**src/rtl/popcount_stream.sv**
```systemverilog
// Streaming popcount: two-stage pipeline counting set bits per word, or accumulating a
// saturating per-frame total, with valid/ready handshakes on both sides.
module popcount_stream #(
  parameter int unsigned W     = 32,
  parameter int unsigned ACC_W = 16
) (
  input  logic             clk,
  input  logic             rst,
  input  logic             in_valid,
  output logic             in_ready,
  input  logic [W-1:0]     in_data,
  input  logic             in_last,
  input  logic             mode,
  output logic             out_valid,
  input  logic             out_ready,
  output logic [ACC_W-1:0] out_count,
  output logic             out_last,
  output logic             out_sat
);

  localparam int unsigned NumBytes = W / 8;
  localparam int unsigned SumW     = $clog2(W + 1);

  logic adv;
  logic accept;
  logic eff_mode;

  // Frame tracking: mode is latched on the first word of a frame.
  logic in_frame_q;
  logic frame_mode_q;

  logic [NumBytes-1:0][3:0] byte_cnt_d;
  logic [NumBytes-1:0][3:0] s1_cnt_q;
  logic                     s1_valid_q;
  logic                     s1_last_q;
  logic                     s1_mode_q;

  logic [SumW-1:0]  word_sum;
  logic [ACC_W-1:0] word_sum_ext;
  logic [ACC_W:0]   acc_sum;
  logic             acc_ovf;
  logic [ACC_W-1:0] acc_clamped;

  logic [ACC_W-1:0] acc_q;
  logic             sat_q;
  logic             out_valid_q;
  logic [ACC_W-1:0] out_count_q;
  logic             out_last_q;
  logic             out_sat_q;

  assign adv      = !out_valid_q || out_ready;
  assign in_ready = adv;
  assign accept   = in_valid && adv;
  assign eff_mode = in_frame_q ? frame_mode_q : mode;

  always_comb begin
    byte_cnt_d = '0;
    for (int b = 0; b < NumBytes; b++) begin
      for (int i = 0; i < 8; i++) begin
        byte_cnt_d[b] = byte_cnt_d[b] + {3'b000, in_data[8*b+i]};
      end
    end
  end

  always_comb begin
    word_sum = '0;
    for (int b = 0; b < NumBytes; b++) begin
      word_sum = word_sum + SumW'(s1_cnt_q[b]);
    end
    word_sum_ext = ACC_W'(word_sum);
    acc_sum      = {1'b0, acc_q} + {1'b0, word_sum_ext};
    acc_ovf      = acc_sum[ACC_W];
    acc_clamped  = acc_ovf ? '1 : acc_sum[ACC_W-1:0];
  end

  always_ff @(posedge clk) begin
    if (rst) begin
      in_frame_q   <= 1'b0;
      frame_mode_q <= 1'b0;
      s1_cnt_q     <= '0;
      s1_valid_q   <= 1'b0;
      s1_last_q    <= 1'b0;
      s1_mode_q    <= 1'b0;
      acc_q        <= '0;
      sat_q        <= 1'b0;
      out_valid_q  <= 1'b0;
      out_count_q  <= '0;
      out_last_q   <= 1'b0;
      out_sat_q    <= 1'b0;
    end else begin
      if (accept) begin
        in_frame_q   <= !in_last;
        frame_mode_q <= eff_mode;
      end
      if (adv) begin
        s1_valid_q  <= in_valid;
        s1_cnt_q    <= byte_cnt_d;
        s1_last_q   <= in_last;
        s1_mode_q   <= eff_mode;
        out_valid_q <= 1'b0;
        if (s1_valid_q) begin
          if (!s1_mode_q) begin
            out_valid_q <= 1'b1;
            out_count_q <= word_sum_ext;
            out_last_q  <= s1_last_q;
            out_sat_q   <= 1'b0;
          end else if (s1_last_q) begin
            out_valid_q <= 1'b1;
            out_count_q <= acc_clamped;
            out_last_q  <= 1'b1;
            out_sat_q   <= sat_q || acc_ovf;
            acc_q       <= '0;
            sat_q       <= 1'b0;
          end else begin
            acc_q <= acc_clamped;
            sat_q <= sat_q || acc_ovf;
          end
        end
      end
    end
  end

  assign out_valid = out_valid_q;
  assign out_count = out_count_q;
  assign out_last  = out_last_q;
  assign out_sat   = out_sat_q;

endmodule

```
**config.mk**
```make
export PLATFORM = sky130hd
export DESIGN_NAME = popcount_stream
export DESIGN_NICKNAME = d
export VERILOG_FILES = /design/src/rtl/popcount_stream.sv
export SDC_FILE = /design/constraint.sdc
export NUM_CORES = 1
export LEC_CHECK = 0
export BUFFER_PORTS_ARGS = -buffer_cell sky130_fd_sc_hd__buf_4
export CELL_PAD_IN_SITES_DETAIL_PLACEMENT = 1
export CELL_PAD_IN_SITES_GLOBAL_PLACEMENT = 1
export CORE_AREA = 3 3 95 97
export CTS_CLUSTER_SIZE = 40
export DETAILED_ROUTE_END_ITERATION = 10
export DIE_AREA = 0 0 98 100
export PLACE_DENSITY_LB_ADDON = 0.1
export SYNTH_ARGS = -nofsm -noshare
export SYNTH_HDL_FRONTEND = slang
export SYNTH_SLANG_ARGS = --single-unit
```
**constraint.sdc**
```tcl
create_clock -name clk -period 8.7 [get_ports clk]
set_clock_uncertainty 0.1 [all_clocks]
set_input_delay 2.175 -clock clk [delete_from_list [all_inputs] [get_ports clk]]
set_output_delay 2.175 -clock clk [all_outputs]
set_load 0.02 [all_outputs]
```
==> flow_summary_export.csv, run 1 <==
group,metric,value,unit
status,status,"completed",
setup_path,critPathMaxStageDelay,0.37,ns
drt,drtPass1Iterations,4,
die,die_area,9800,sq um
die,die_y,100,um
drt,ant_nets,0,
clocking,cts_tree,"built",
global_routing,grt_start_max_net_pins,39,
timing,fin_crit_sh,0.618,
setup_path,r2r_end,"out_count[4]",
setup_path,worst_ep_arrival_time,3.10,ns
clocking,numClockSinks,57,
clocking,post_cts_buffers,0,
yosys,synth-edff-count,0,
setup_path,path_class,"in2out",
global_routing,met1_usage,0.232,
clocking,htree_levels,3,
yosys,synth-seq-cells,57,
yosys,yosys_warnings,0,
layout,design_area,4410,sq um
global_routing,grtUsageMet2,0.374,
clocking,cts_resized,0,
placed_design,dp_hpwl,7140,um
layout,drive_gt1_frac,0.188,
clocking,numCtsBuffers,9,
timing,worst_pin_slew,1.04,ns
hold_path,hp-class,"reg2reg",
die,num_rows,33,
global_routing,antenna_found_initial,0,
die,die-width,98,um
setup_path,endpoint_kind,"output pin",
setup_path,reg2reg_slack,3.88,ns
drt,vias,3197,
timing,tns,0,ns
yosys,syn_area_per_cell,8.62,sq um
job,cap_viol_max_count,0,
setup_path,crit_required,6.43,ns
drt,drcViolationCount,0,
clocking,clk_latency,0.34,ns
clocking,hold_buffers,0,
setup_path,startpoint_type,"primary input",
timing,hold_violations,0,
die,coreArea,8220,sq um
timing,layout_min_cycle_time,5.38,ns
global_routing,grt_pass1_wl,16000,um
layout,insertedDiodeCount,0,
setup_path,cp_slowest_cell,"nor2b_4",
global_routing,top_usage_layer,"met2",
timing,rsz0062_at_grt,"no",
timing,setup_viol,0,
clocking,path_clk_slew,0.08,ns
yosys,ys_types,57,
setup_path,cp_cell_sequence,"buf_4 > nor2b_4 > inv_4 > buf_4",
yosys,yosysSeqAreaShare,0.303,
pwr,p_per_area,219,nW/um^2
layout,mostFrequentLayoutCells,"dfxtp_1, buf_4, inv_1",
global_routing,grt_usage,0.202,
clocking,clk_path_buf_depth,2,
drt,drtIter0Drc,66,
placed_design,gp_congestion,0.813,
pwr,p_total,0.967,mW
layout,syn2layout_area_growth,17.2,%
global_routing,globalRouteOverflowTotal,0,
setup_path,critPathMaxFanout,27,
drt,wl,9270,um
global_routing,grt_pass1_vias,3466,
hold_path,whs_path_depth,2,
setup_path,critical_path_depth,4,
clocking,root_buffer,"clkbuf_8",
die,start_util,0.458,
timing,maxSlewHeadroom,0.302,
timing,drv_slew,0,
global_routing,grt_use_met3,0.0347,
setup_path,crit_path_end,"in_ready",
placed_design,place_area,4200,sq um
setup_path,path_common_cell,"buf_4",
yosys,syn_area,3760,sq um
setup_path,critPathTopFamily,"buffers and inverters",
drt,wire_per_inst,15.6,um
drt,vias_per_cell,5.37,
setup_path,crit_start,"out_ready",
pwr,peakVddDrop,0.143,mV
setup_path,rr_worst_depth,14,
yosys,async_reset_ff_frac,0,
setup_path,critical_path_buf_inv_count,3,
yosys,synth_nets,522,
yosys,syn-instance-count,436,
layout,num-nets-final,571,
setup_path,r2r_start,"s1_cnt_q[1]",
layout,fill_cells,1018,
die,io_pins,58,
yosys,synth-main-ff-cell,"dfxtp_1",
timing,max_clock_freq,186,MHz
placed_design,portBuffers,57,
timing,whs,0.351,ns
pwr,leakage,2.03,nW
==> through the flow <==
step / setup slack [ns] / cells / utilization
2_1_floorplan: 3.64 / 436 / -
3_3_place_gp: 3.34 / 579 / 0.511
3_5_place_dp: 3.30 / 579 / 0.511
4_1_cts: 3.31 / 595 / 0.536
5_1_grt: 3.22 / 595 / 0.536
6_report: 3.32 / 595 / 0.536
==> state kept, by name, summed over array words and instances, names as in the netlist <==
signal	count
acc_q	16
frame_mode_q	1
in_frame_q	1
out_count	16
out_last	1
out_sat	1
out_valid	1
s1_cnt_q	16
s1_last_q	1
s1_mode_q	1
s1_valid_q	1
sat_q	1
==> routing by layer <==
layer  vias to the layer above  wire length [um]
met5                         -                 0
met4                         0               174
met3                        15               236
met2                        45              4990
met1                      1576              3880
li1                       1561                 -
==> worst min-delay path by stage <==
stage,start,endpoint,slack (ns)
after detailed placement,out_count[8],out_count[8],0.35
after global placement,out_count[6],out_count[6],0.33
after CTS,acc_q[0],acc_q[0],0.36
final,out_sat,out_sat,0.35
after global routing,out_count[10],out_count[10],0.38
after floorplan,acc_q[3],acc_q[3],0.33
==> cells by family (layout without fill, tap and decap cells) <==
kind of cell    Yosys count  count (layout)  synth area share
simple gates            134             134             0.173
compound gates          106             106             0.190
flops                    57              57             0.303
buf+inv                  76             130            0.0885
fa+ha+maj                48              48             0.210
mux                       3               3           0.00799
xor+xnor                 12              12            0.0280
==> cell type report <==
class                      instances  area [sq um]  area share
multi-input combinational        303          2290       0.519
tap                              105           131      0.0298
timing repair buffer              57           428      0.0971
clock buffer                      10           138      0.0312
sequential                        57          1140       0.259
clock inverter                     6          67.6      0.0153
inverter                          57           216      0.0491
==> cells in the mapped netlist, drive strengths merged, types with 2 or more instances <==
master	number	area [sq um]
nor3	13	81.3
and3	4	25.0
nand3	10	67.6
nor3b	6	45.0
a21oi	36	180
o311a	2	20.0
clkbuf	8	31.3
a211oi	7	62.6
o21ai	26	130
o211ai	4	30.0
o21bai	2	15.0
xnor2	5	43.8
nand2b	3	18.8
a2111oi	2	30.0
o21a	2	15.0
o22ai	4	37.5
inv	57	216
nand2	56	218
nand4	2	12.5
mux2i	3	30.0
a22o	2	17.5
nor2	34	133
ha	23	288
xor2	7	61.3
dfxtp	57	1140
buf	11	85.1
a221oi	2	30.0
a21o	6	45.0
a31oi	4	25.0
fa	25	500
==> tightest hold or removal path, cell delays in order (launching register included) <==
cell     delay, ns
dfxtp_1       0.32
nand2_1       0.05
o21ai_1       0.05
==> power by group <==
part,leakage (nW),internal [mW],switching [mW]
clock network,0.0985,0.140,0.117
registers,0.464,0.285,0.0159
logic,1.47,0.171,0.237
total,2.03,0.596,0.370
(Power assumes the default switching activity.)
==> run 2, diff against run 1 <==
Settings changed: CORE_AREA 3 3 95 97 to 3 3 103 105, DIE_AREA 0 0 98 100 to 0 0 106 108.
Clock period 8.7 ns to 4.7 ns, I/O delays scaled along.
==> flow_summary_export.csv, run 2 (synthesized netlist as in run 1, its figures left out) <==
group,metric,value,unit
status,status,"completed",
placed_design,dpl.cell_count,611,
die,coreArea,9730,sq um
timing,finalWorstSetupSlack,0.369,ns
drt,drcViolationCount,0,
clocking,clk_path_buf_depth,2,
layout,num-nets-final,579,
drt,vias_per_cell,5.10,
die,die_y,108,um
die,start_util,0.386,
setup_path,endpoint_kind,"register",
drt,wl,9410,um
timing,fin_crit_sh,0.921,
pwr,leakage,2.10,nW
layout,drive_gt1_frac,0.199,
layout,syn2layout_area_growth,21.2,%
pwr,p_total,1.93,mW
layout,mostFrequentLayoutCells,"buf_4, dfxtp_1, inv_1",
clocking,root_buffer,"clkbuf_8",
clocking,numClockSinks,57,
global_routing,antenna_found_initial,0,
timing,layout_min_cycle_time,4.33,ns
clocking,path_clk_slew,0.07,ns
layout,final_cells,631,
layout,insertedDiodeCount,0,
setup_path,critPathMaxFanout,7,
hold_path,hp-class,"reg2reg",
setup_path,crit_required,4.84,ns
job,cap_viol_max_count,0,
timing,rsz0062_at_grt,"no",
global_routing,grt_pass1_vias,3414,
drt,wire_per_inst,14.9,um
drt,ant_nets,0,
placed_design,post-place-ws,0.194,ns
timing,hold_violations,0,
timing,drv_slew,0,
setup_path,worst_ep_arrival_time,4.47,ns
timing,whs,0.348,ns
global_routing,grt_pass1_wl,16200,um
drt,drtIter0Drc,62,
setup_path,path_class,"reg2reg",
global_routing,globalRouteOverflowTotal,0,
clocking,numCtsBuffers,9,
pwr,p_per_area,423,nW/um^2
global_routing,grt_usage,0.177,
placed_design,gp_congestion,0.814,
clocking,cts_resized,0,
die,num_rows,36,
die,die_area,11400,sq um
die,die-width,106,um
placed_design,dp_hpwl,7180,um
setup_path,startpoint_type,"register",
layout,final_common_cell,"buf_4",
die,io_pins,58,
drt,vias,3220,
timing,setup_viol,0,
timing,maxSlewHeadroom,0.326,
clocking,hold_buffers,0,
clocking,clk_latency,0.35,ns
clocking,post_cts_buffers,0,
timing,max_clock_freq,231,MHz
pwr,peakVddDrop,0.205,mV
clocking,htree_levels,3,
global_routing,grt_start_max_net_pins,39,
timing,worst_pin_slew,1.00,ns
placed_design,portBuffers,57,
drt,drtPass1Iterations,4,
timing,tns,0,ns
clocking,cts_tree,"built",
-- run 2: cell types whose count changed in the layout (fill, tap and decap cells not counted), sizes merged --
cell,change
clkinvlp,-2
buf,+8
bufinv,+3
clkinv,-1
-- run 2: critical path: stages, from the launching register on --
cell      delay (ns)
dfxtp_1         0.33
inv_1           0.06
fa_1            0.53
inv_1           0.05
fa_1            0.45
ha_1            0.24
fa_1            0.41
a21o_1          0.19
a21o_1          0.20
ha_1            0.44
o2111a_4        0.29
and3_1          0.37
nand3_1         0.20
o311a_1         0.38
-- run 2: cell type report --
| type | count | area (sq um) |
|---|---|---|
| Fill cell | 1195 | 5170 |
| Multi-Input combinational cell | 303 | 2290 |
| Sequential cell | 57 | 1140 |
| Timing Repair Buffer | 65 | 488 |
| Inverter | 57 | 216 |
| Tap cell | 133 | 166 |
| Clock inverter | 6 | 130 |
| Clock buffer | 10 | 128 |
-- run 2: final timing paths --
path                       end  slack (ns)  depth (start not counted)         start
setup / recovery     acc_q[14]        0.37                         13   s1_cnt_q[1]
hold / removal    out_count[9]        0.35                          2  out_count[9]
setup reg to reg     acc_q[14]        0.37                         13   s1_cnt_q[1]
hold reg to reg   out_count[9]        0.35                          2  out_count[9]
-- run 2: per-stage QoR --
step,util,instance area [sq um]
floorplan,-,3760
global placement,0.439,4270
detailed placement,0.439,4270
CTS,0.465,4530
global route,0.468,4560
finish,0.468,4560
-- run 2: power by group --
part	total [mW]	internal [mW]	switching [mW]
registers	0.559	0.528	0.0309
logic	0.755	0.318	0.437
clock network	0.611	0.404	0.207
-- run 2: routing by layer --
metal / part of all wire / vias up / GRT usage
met5: 0 / - / 0
met4: 0.015 / 0 / 0.0638
met3: 0.034 / 12 / 0.0412
met2: 0.54 / 46 / 0.328
met1: 0.42 / 1580 / 0.200
li1: - / 1582 / -
